==> config.mk <==
export PLATFORM = sky130hd
export DESIGN_NAME = rx_word_sm
export DESIGN_NICKNAME = d
export VERILOG_FILES = /design/src/rtl/rx_word_pkg.sv /design/src/rtl/rx_timeout_cnt.sv /design/src/rtl/rx_word_sm.sv
export SDC_FILE = /design/constraint.sdc
export NUM_CORES = 1
export LEC_CHECK = 0
export ABC_AREA = 1
export BUFFER_PORTS_ARGS = -buffer_cell sky130_fd_sc_hd__buf_4
export CELL_PAD_IN_SITES_DETAIL_PLACEMENT = 1
export CELL_PAD_IN_SITES_GLOBAL_PLACEMENT = 1
export CORE_UTILIZATION = 36
export CTS_BUF_LIST = sky130_fd_sc_hd__clkbuf_4
export DETAILED_ROUTE_END_ITERATION = 8
export HOLD_SLACK_MARGIN = 0.08
export PLACE_DENSITY = 0.87
export SLEW_MARGIN = 0
export SYNTH_ARGS = -nofsm -noshare
export SYNTH_HDL_FRONTEND = slang
export SYNTH_SLANG_ARGS = --single-unit
==> constraint.sdc <==
create_clock -name clk -period 1.5 [get_ports clk]
set_clock_uncertainty 0.2 [all_clocks]
set_input_delay 0.3 -clock clk [delete_from_list [all_inputs] [get_ports clk]]
set_output_delay 0.3 -clock clk [all_outputs]
set_load 0.01 [all_outputs]
==> src/rtl/rx_word_pkg.sv <==
// Shared types and defaults for the two-byte word receiver.
package rx_word_pkg;

    localparam int TIMEOUT_CYC_DEF = 1024;

    // IDLE waits for the high byte; WAIT_LOW waits for the low byte.
    typedef enum logic [0:0] {
        IDLE     = 1'b0,
        WAIT_LOW = 1'b1
    } rx_state_e;

    // Counter width; kept at least one bit so a degenerate TIMEOUT_CYC=1 still elaborates.
    function automatic int cnt_width(input int cyc);
        return (cyc > 1) ? $clog2(cyc) : 1;
    endfunction

endpackage

==> src/rtl/rx_timeout_cnt.sv <==
// Saturating wait counter: clears on clr, counts on en, holds at TIMEOUT_CYC-1.
module rx_timeout_cnt
    import rx_word_pkg::*;
#(
    parameter int TIMEOUT_CYC = TIMEOUT_CYC_DEF
) (
    input  logic clk,
    input  logic rst,
    input  logic clr,
    input  logic en,
    output logic expired
);

    localparam int CW = cnt_width(TIMEOUT_CYC);
    localparam logic [CW-1:0] TERM = CW'(TIMEOUT_CYC - 1);

    logic [CW-1:0] cnt_q, cnt_d;

    assign expired = (cnt_q == TERM);

    // Next count: clear wins, otherwise count up until terminal and hold there.
    always_comb begin
        cnt_d = cnt_q;
        if (clr)
            cnt_d = '0;
        else if (en && !expired)
            cnt_d = cnt_q + 1'b1;
    end

    // Count register.
    always_ff @(posedge clk) begin
        if (rst)
            cnt_q <= '0;
        else
            cnt_q <= cnt_d;
    end

endmodule

==> src/rtl/rx_word_sm.sv <==
// Assembles 16-bit words from high-then-low byte strobes, with ready/overrun
// handshake and a timeout that discards a stranded high byte.
module rx_word_sm
    import rx_word_pkg::*;
#(
    parameter int TIMEOUT_CYC = TIMEOUT_CYC_DEF
) (
    input  logic        clk,
    input  logic        rst,
    input  logic        byte_rdy,
    input  logic [7:0]  rx_byte,
    input  logic        clr_rdy,
    output logic [15:0] rx_data,
    output logic        rdy,
    output logic        overrun,
    output logic        timeout
);

    rx_state_e   state_q, state_d;
    logic [7:0]  hold_q, hold_d;
    logic [15:0] data_q, data_d;
    logic        rdy_q, rdy_d;
    logic        ovr_q, ovr_d;
    logic        to_q, to_d;
    logic        expired;
    logic        word_done;

    // The counter idles at zero in IDLE, which also clears it on entry to WAIT_LOW.
    rx_timeout_cnt #(.TIMEOUT_CYC(TIMEOUT_CYC)) u_tcnt (
        .clk     (clk),
        .rst     (rst),
        .clr     (state_q == IDLE),
        .en      ((state_q == WAIT_LOW) && !byte_rdy),
        .expired (expired)
    );

    assign word_done = (state_q == WAIT_LOW) && byte_rdy;

    // Next-state and output-register logic; a low byte at terminal count still wins.
    always_comb begin
        state_d = state_q;
        hold_d  = hold_q;
        data_d  = data_q;
        rdy_d   = rdy_q;
        ovr_d   = ovr_q;
        to_d    = 1'b0;
        if (clr_rdy) begin
            rdy_d = 1'b0;
            ovr_d = 1'b0;
        end
        case (state_q)
            IDLE: begin
                if (byte_rdy) begin
                    hold_d  = rx_byte;
                    state_d = WAIT_LOW;
                end
            end
            WAIT_LOW: begin
                if (byte_rdy) begin
                    state_d = IDLE;
                end else if (expired) begin
                    state_d = IDLE;
                    to_d    = 1'b1;
                end
            end
            default: state_d = IDLE;
        endcase
        if (word_done) begin
            data_d = {hold_q, rx_byte};
            rdy_d  = 1'b1;
            // Overrun only when the previous word is still pending and not being acked now.
            ovr_d  = clr_rdy ? 1'b0 : (ovr_q | rdy_q);
        end
    end

    // State and output registers.
    always_ff @(posedge clk) begin
        if (rst) begin
            state_q <= IDLE;
            hold_q  <= 8'h00;
            data_q  <= 16'h0000;
            rdy_q   <= 1'b0;
            ovr_q   <= 1'b0;
            to_q    <= 1'b0;
        end else begin
            state_q <= state_d;
            hold_q  <= hold_d;
            data_q  <= data_d;
            rdy_q   <= rdy_d;
            ovr_q   <= ovr_d;
            to_q    <= to_d;
        end
    end

    assign rx_data = data_q;
    assign rdy     = rdy_q;
    assign overrun = ovr_q;
    assign timeout = to_q;

endmodule
### Yosys cells after proc, flatten, opt, wreduce, memory -nomap -nowiden

Cells that the tools add are included.

* bits in registers: 38
* output and inout port bits: 19
* word-level logic and storage cells: 29

* $add $sub $neg: 1
* eq/ne operators: 1
* mux-type cells: 9
* bitwise operators: 2
* reduce and logical (&&, ||, !) cells: 9

Operators with widths (count)
* adder 10 x 1 -> 10 bit, second input constant: 1
* == test 10 bit, second input constant: 1
* 2-to-1 mux 1 bit: 8
* logical AND 1 bit: 3
* OR reduction 3 bit: 1
* zero test 1 bit: 2
* one-hot mux 1 bit (2 select lines): 1
* AND reduction 2 bit: 1
* nonzero test 2 bit: 1
* OR reduction 2 bit: 1
* inverter 1 bit: 1
* OR 1 bit: 1

### Depth between registers and ports, before layout

Gate-level depths: netlist of run 1.

* word-level depth: 4
* depth in mapped cells: 9

### Hierarchy

From an unflattened synthesis of run 1, not the netlist that was laid out.

* cell total of the unflattened synthesis: 224
* area total of the unflattened synthesis: 1621.6 µm²

By module, submodules not included
* rx_word_sm: times used 1, cells an instance 140, area each 1054.8 µm²
* rx_timeout_cnt: times used 1, cells an instance 84, area each 566.8 µm²

### Worst setup path before layout of run 1

Ideal clock, no wire load.

* kind: register to register
* start point: reg u_tcnt.cnt_q[0]
* end point: reg u_tcnt.cnt_q[4]
* setup time: 0.115 ns
* arrival: 1.139 ns
* data required time: 1.185 ns
* path slack: 0.046 ns
* stages on the path, launching flop included: 8
* buffers on the path: 1
* path through: dfxtp_1 -> ha_1 -> inv_2 -> nor2_4 -> nand3b_4 -> buf_6 -> a21oi_1 -> nor2_1

* cells in the longest elaborated chain, start to end: 3
* elaborated cells on any way between the ends: 4
* those cells by class: 1 x add/sub; 1 x eq/ne; 2 x reduce/logical

Ends and longest elaborated chain
* start, declared: line rx_timeout_cnt.sv:17 `logic [CW-1:0] cnt_q, cnt_d;`
* start signal, assigned: line rx_timeout_cnt.sv:35 `cnt_q <= cnt_d;`
* parallel branches: the longest is 3 deep, another holds adder 10 x 1 -> 10 bit

Parallel ways; which one is timed is not known.
A chain may end at the register's enable or synchronous reset.

### Final worst setup path of run 1

* start point: reg u_tcnt.cnt_q[6]
* end point: reg u_tcnt.cnt_q[6]

The elaborated chain is that of the path after synthesis.

==> results of run 1 <==
## path summary, 6_finish.rpt
| path | end | startpoint | slack, ns |
|---|---|---|---|
| max reg2reg | u_tcnt.cnt_q[6] | u_tcnt.cnt_q[6] | -0.07 |
| min | state_q | byte_rdy | 0.26 |
| max | u_tcnt.cnt_q[6] | u_tcnt.cnt_q[6] | -0.07 |
| min reg2reg | rx_data[15] | rx_data[15] | 0.30 |
## cell type report
type / count / area, um2
multi-input combinational: 151 / 754
tap: 50 / 62.6
clock buffer: 5 / 37.5
clock inverter: 2 / 33.8
fill: 499 / 1850
inverter: 16 / 60.1
timing repair buffer: 55 / 465
sequential: 38 / 764
## metal layers
| metal | vias to the layer above | track usage [%] |
|---|---|---|
| met1 | 795 | 26.7 |
| met4 | 0 | 10.6 |
| met5 | - | 0 |
| met2 | 50 | 37.2 |
| li1 | 782 | - |
| met3 | 13 | 4.97 |
## power groups by stage
stage | Clock (uW) | Combinational (uW) | Sequential, uW
2_1_floorplan | 0 | 98.2 | 1110
3_3_place_gp | 0 | 218 | 1100
3_5_place_dp | 0 | 226 | 1100
4_1_cts | 689 | 251 | 1080
5_1_grt | 755 | 289 | 1090
6_report | 704 | 265 | 1080
## layout by cell type, fill, tap and decap left out
cell type / Yosys / final
dfxtp_2: 0 / 3
o21ai_1: 13 / 13
ha_4: 0 / 1
inv_2: 7 / 7
nor2_2: 1 / 2
clkinv_1: 0 / 1
dfxtp_1: 38 / 35
clkbuf_4: 0 / 5
nand3b_4: 1 / 2
dlygate4sd3_1: 0 / 11
buf_4: 0 / 42
a21oi_1: 6 / 5
nor2_1: 69 / 66
nor4_2: 1 / 1
bufinv_16: 0 / 1
nor3b_2: 0 / 1
nand3_1: 10 / 10
buf_12: 0 / 2
nand4_1: 1 / 1
nand2_1: 30 / 25
nand2_2: 0 / 4
nor2_4: 1 / 3
nand2_4: 0 / 1
nor3_2: 0 / 2
o21ai_0: 13 / 13
inv_1: 9 / 9
a21oi_2: 0 / 1
## metrics by stage
| step | std cells | hold WS (ns) | instance area, um2 | total power [uW] |
|---|---|---|---|---|
| 2_1_floorplan | 209 | 0.169 | 1520 | 1210 |
| 3_3_place_gp | 297 | 0.263 | 1900 | 1320 |
| 3_5_place_dp | 297 | 0.278 | 1900 | 1330 |
| 4_1_cts | 316 | 0.247 | 2100 | 2020 |
| 5_1_grt | 317 | 0.294 | 2180 | 2140 |
| 6_report | 317 | 0.257 | 2180 | 2050 |
## worst min-delay path: cells and delay by family
family	cells	cell delay, ns
AOI/OAI and AO/OA	1	0.09
buffers and inverters	3	0.33
and+or+nand+nor	1	0.07
## logic make-up after synthesis
logic type	Yosys count
compound gates	32
fa+ha+maj	1
buf+inv	21
flops	38
simple gates	117
## timing repair
action | 4_1_cts | 5_1_grt
hold buffers | 11 | 0
pin swaps | 0 | 5
gates resized for setup | 2 | 19
endpoints found under the setup margin | 6 | 11
cloned | 1 | 0
buffers inserted | 0 | 1
endpoints found under the hold margin | 20 | 0
## registers in the layout, summed over array words and instances, names as in the netlist
register,flops
state_q,1
u_tcnt.cnt_q,10
timeout,1
overrun,1
rdy,1
rx_data,16
hold_q,8
==> flow_metrics.tcl, run 1 <==
set metrics [dict create \
    status "complete, but fails checks" \
    violations "setup timing" \
    dieArea_um2 4480 \
    finalCritPeriodShare_pct 105 \
    preCtsSetupSlack_ns -0.0317 \
    num_vias 1640 \
    postRouteAntennaNets 0 \
    cp-start-kind "flop" \
    wl_met1_mm 2.22 \
    yosys.area.top_type "dfxtp_1" \
    grt_max_degree 27 \
    yosys.area_share.adder_pct 0.825 \
    reg2regPathDepth 5 \
    syn_area_um2 1520 \
    timing_hold_violations_final 0 \
    tritoncts "done" \
    critPathRequiredTime_ns 1.56 \
    clock_path_buffers 2 \
    syn_area_per_cell_um2 7.26 \
    initial_core_util_pct 37.6 \
    yosysSeqAreaShare_pct 50.2 \
    wire_per_inst_um 15.8 \
    p_leak_uw 0.000954 \
    cts-htree-levels 2 \
    worst_slew_pin_slew_ns 0.290 \
    critical_path_class "reg2reg" \
    crit_path_end_kind "flop" \
    clock_sinks 38 \
    power_frac_seq_pct 52.8 \
    whs_path_depth 5 \
    maxCapViolations 0 \
    routed-wl-met2_mm 2.45 \
    synth_compound_area_share_pct 10.6 \
    diodes 0 \
    ys_ff_latch 38 \
    drv_slew 0 \
    clockRootBuffer "clkbuf_4" \
    grt.total_usage_pct 22.3 \
    fmax_ghz 0.638 \
    crit_path_cell_trace "nand2_1 > nor2_4 > nand3b_4 > a21oi_1 > nor2_1" \
    drive_gt1_share_pct 29.2 \
    rsz0062_at_grt "true" \
    highest_layer "met4" \
    nNetsFinal 280 \
    comb_power_share_pct 12.9 \
    synth_nets 222 \
    crit_family "simple AND/OR/NAND/NOR gates" \
    max_slew_margin_pct 80.6 \
    internal-power_uw 1520 \
    sw_frac_of_total_pct 26.1 \
    place.port_buffers 30 \
    wl_mm 5.01 \
    crit_fanout 8 \
    peakVddDrop_v 0.000518 \
    clock_latency_ns 0.36 \
    synthCells 209 \
    die_w_um 66.9 \
    hp-class "in2reg" \
    die_y_um 66.9 \
    io_pins 31 \
    grt_pass1_vias 1505 \
    path_buf_inv 0 \
    wl_met3_um 203 \
    synth_top_family_by_area "simple AND/OR/NAND/NOR gates" \
    dr.pass1.iters 4 \
    yosys.area.top_type_share_pct 50.2 \
    gp_congestion 0.823 \
    dpl.hpwl_mm 2.78 \
    layout_setup_ws_ns -0.0682 \
    synth_cell_types 20 \
    synth_edf_count 0 \
    grt_first_pass_wirelength_mm 7.21 \
    numCtsBuffers 5 \
    synth_xor_area_share_pct 0 \
    fin_crit_ns 1.57 \
    core_um2 4030 \
    cp_slowest_cell "dfxtp_1" \
    synth-simple-area-share_pct 32.7 \
    vias_per_cell 5.17 \
    max_stage_delay_ns 0.41 \
    synth_area_leaders "dfxtp_1 50%, nor2_1 17%, nand2_1 7.4%" \
    setup_viol 2 \
    power.switching_uw 535 \
    grt.overflow.total 0 \
    post-route-util_pct 54.1 \
    antenna_found_initial 0 \
    ys.flop_type "dfxtp_1" \
    rows 23 \
    ys_warn_count 0 \
    yosysMostFrequentCell "nor2_1" \
    yosys-mux-area-fraction_pct 0 \
    clkPwrFrac_pct 34.3 \
    route.detailed.drc 0 \
    tns_ns -0.100 \
    arrival_ns 1.63 \
    dr.first_iter.drc_count 105 \
    clk_pin_slew_ns 0.12 \
    powerDensity_nw_per_um2 942 \
    synth_commonest_cells "69 x nor2_1, 38 x dfxtp_1, 30 x nand2_1" \
    areaGrowthSynthToFinish_pct 43.6 \
    cp_num_cells 5 \
    synthArstFlopShare_pct 0 \
]
No activity file was read; power rests on OpenSTA's default activity.
==> inputs of run 2 (changes only) <==
--- a/config.mk
+++ b/config.mk
@@ -9,12 +9,14 @@
 export BUFFER_PORTS_ARGS = -buffer_cell sky130_fd_sc_hd__buf_4
 export CELL_PAD_IN_SITES_DETAIL_PLACEMENT = 1
 export CELL_PAD_IN_SITES_GLOBAL_PLACEMENT = 1
+export CORE_MARGIN = 5
 export CORE_UTILIZATION = 36
 export CTS_BUF_LIST = sky130_fd_sc_hd__clkbuf_4
 export DETAILED_ROUTE_END_ITERATION = 8
 export HOLD_SLACK_MARGIN = 0.08
-export PLACE_DENSITY = 0.87
+export PLACE_DENSITY = 0.86
 export SLEW_MARGIN = 0
 export SYNTH_ARGS = -nofsm -noshare
 export SYNTH_HDL_FRONTEND = slang
+export SYNTH_HIERARCHICAL = 1
 export SYNTH_SLANG_ARGS = --single-unit
==> flow_metrics.tcl, run 2 <==
set metrics [dict create \
    status "complete, but fails checks" \
    violations "setup timing" \
    finalCritPeriodShare_pct 101 \
    grt.total_usage_pct 16.2 \
    place_inst 309 \
    syn_area_um2 1620 \
    die_w_um 77.1 \
    synth_nets 237 \
    core_um2 4350 \
    powerDensity_nw_per_um2 875 \
    clock_path_buffers 2 \
    initial_core_util_pct 37.2 \
    fmax_ghz 0.661 \
    crit_path_end_kind "flop" \
    synthArstFlopShare_pct 0 \
    yosysMostFrequentCell "nor2_1" \
    worst_slew_pin_slew_ns 0.356 \
    syn_area_per_cell_um2 7.24 \
    gp_congestion 0.839 \
    grt_pass1_vias 1614 \
    grt.overflow.total 0 \
    antenna_found_initial 1 \
    final_cells 333 \
    synth_edf_count 0 \
    die_y_um 77.1 \
    crit_fanout 7 \
    num_vias 1652 \
    peakVddDrop_v 0.000392 \
    yosysSeqAreaShare_pct 46.9 \
    clockRootBuffer "clkbuf_4" \
    reg2reg_slack_ns -0.01 \
    nNetsFinal 292 \
    final_cell_mix "61 x nor2_1, 42 x buf_4, 35 x dfxtp_1, 28 x nand2_1, 18 x nand3_1" \
    tns_ns -0.0127 \
    wl_mm 4.93 \
    whs_path_depth 5 \
    clk_pin_slew_ns 0.12 \
    rows 24 \
    setup_viol 1 \
    place.port_buffers 30 \
    clock_sinks 38 \
    dieArea_um2 5950 \
    yosys.area.top_type_share_pct 46.9 \
    dr.pass1.iters 4 \
    cp-start-kind "flop" \
    grt_first_pass_wirelength_mm 7.76 \
    grt_max_degree 27 \
    hp-class "in2reg" \
    grtUsageMet2_pct 27.7 \
    critPathLaunch "u_tcnt/cnt_q[1]" \
    grt.busiest_layer "met2" \
    layout_setup_ws_ns -0.0127 \
    drv_slew 0 \
    mostFrequentLayoutCell "nor2_1" \
    synthCells 224 \
    dpl.hpwl_mm 3.03 \
    wire_per_inst_um 14.8 \
    grt_util_met3_pct 4.33 \
    design_area_um2 2200 \
    cts-htree-levels 2 \
    r2r-start "u_tcnt/cnt_q[1]" \
    placed_area_um2 1930 \
    fin_crit_ns 1.51 \
    clock_latency_ns 0.35 \
    max_slew_margin_pct 76.2 \
    critical_path_class "reg2reg" \
    ys_warn_count 6 \
    post-route-util_pct 50.5 \
    drive_gt1_share_pct 27.9 \
    dr.first_iter.drc_count 79 \
    arrival_ns 1.60 \
    fill_cells 551 \
    reg2regPathDepth 7 \
    timing_hold_violations_final 0 \
    largest_reg_flops 16 \
    met1_usage_pct 19.3 \
    ys.flop_type "dfxtp_1" \
    tritoncts "done" \
    synth_commonest_cells "64 x nor2_1, 38 x dfxtp_1, 30 x nand2_1" \
    maxCapViolations 0 \
    critPathCapture "u_tcnt/cnt_q[5]" \
    numCtsBuffers 5 \
    r2r-end "u_tcnt/cnt_q[5]" \
    synth_area_leaders "dfxtp_1 47%, nor2_1 15%, nand2_1 6.9%" \
    critPathRequiredTime_ns 1.59 \
    rsz0062_at_grt "true" \
    ys_ff_latch 38 \
    synth_cell_types 23 \
    route.detailed.drc 0 \
    vias_per_cell 4.96 \
    areaGrowthSynthToFinish_pct 35.7 \
    postRouteAntennaNets 0 \
    io_pins 31 \
    p_leak_uw 0.000994 \
    yosys.area.top_type "dfxtp_1" \
]
==> run 2: worst max-delay path, cell delays in order, from the launching register on <==
cell	delay, ns
dfxtp_2	0.38
ha_4	0.15
nand2_4	0.06
nor2_4	0.17
nand3b_2	0.19
nand3_1	0.11
nand2_1	0.06
nor2_1	0.12
==> run 2: kinds of logic after synthesis <==
group,synth area share [%]
AOI/OAI and AO/OA,8.95
adders and majority gates,0.771
buffers and inverters,9.18
DFF,46.9
and+or+nand+nor,34.2
==> run 2: where the power goes <==
group / internal [uW] / leakage (uW) / switching [uW]
sequential: 1060 / 0.000312 / 25.9
combinational: 139 / 0.000653 / 162
clock: 174 / 0.0000286 / 366
total: 1370 / 0.000994 / 555
==> run 2: how the worst min path moves through the flow <==
| stage | start | end | slack (ns) |
|---|---|---|---|
| after floorplan | rst | timeout | 0.18 |
| after global placement | overrun | overrun | 0.24 |
| after detailed placement | overrun | overrun | 0.25 |
| after CTS | byte_rdy | state_q | 0.14 |
| after global routing | byte_rdy | state_q | 0.18 |
| final | byte_rdy | state_q | 0.15 |
==> run 2: layout make-up <==
cell class	count	area, um2	area share, %
Tap cell	52	65.1	2.96
Antenna cell	1	2.50	0.114
Inverter	23	93.8	4.26
Clock buffer	5	37.5	1.71
Sequential cell	38	764	34.7
Multi-Input combinational cell	157	786	35.7
Timing Repair Buffer	54	435	19.8
Clock inverter	3	16.3	0.739
==> run 2: through the flow <==
| stage | worst slack, ns | hold slack (ns) | total power (uW) |
|---|---|---|---|
| floorplan | 0.0158 | 0.178 | 1260 |
| detailed placement | -0.0773 | 0.249 | 1370 |
| global route | -0.0913 | 0.178 | 2030 |
| finish | -0.0127 | 0.150 | 1930 |
| global placement | 0.0219 | 0.240 | 1360 |
| CTS | 0.00862 | 0.144 | 1930 |
==> run 2: routing by layer <==
metal | routed length (um) | vias to the layer above
li1 | - | 816
met1 | 2140 | 787
met2 | 2460 | 37
met3 | 205 | 12
met4 | 131 | 0
met5 | 0 | -
==> run 2: timing repair <==
item	CTS	global route
pin swaps	0	6
endpoints found under the hold margin	14	0
hold buffers	12	0
gates resized for setup	4	19
endpoints found under the setup margin	6	22
buffers inserted	0	2
gates cloned	0	1
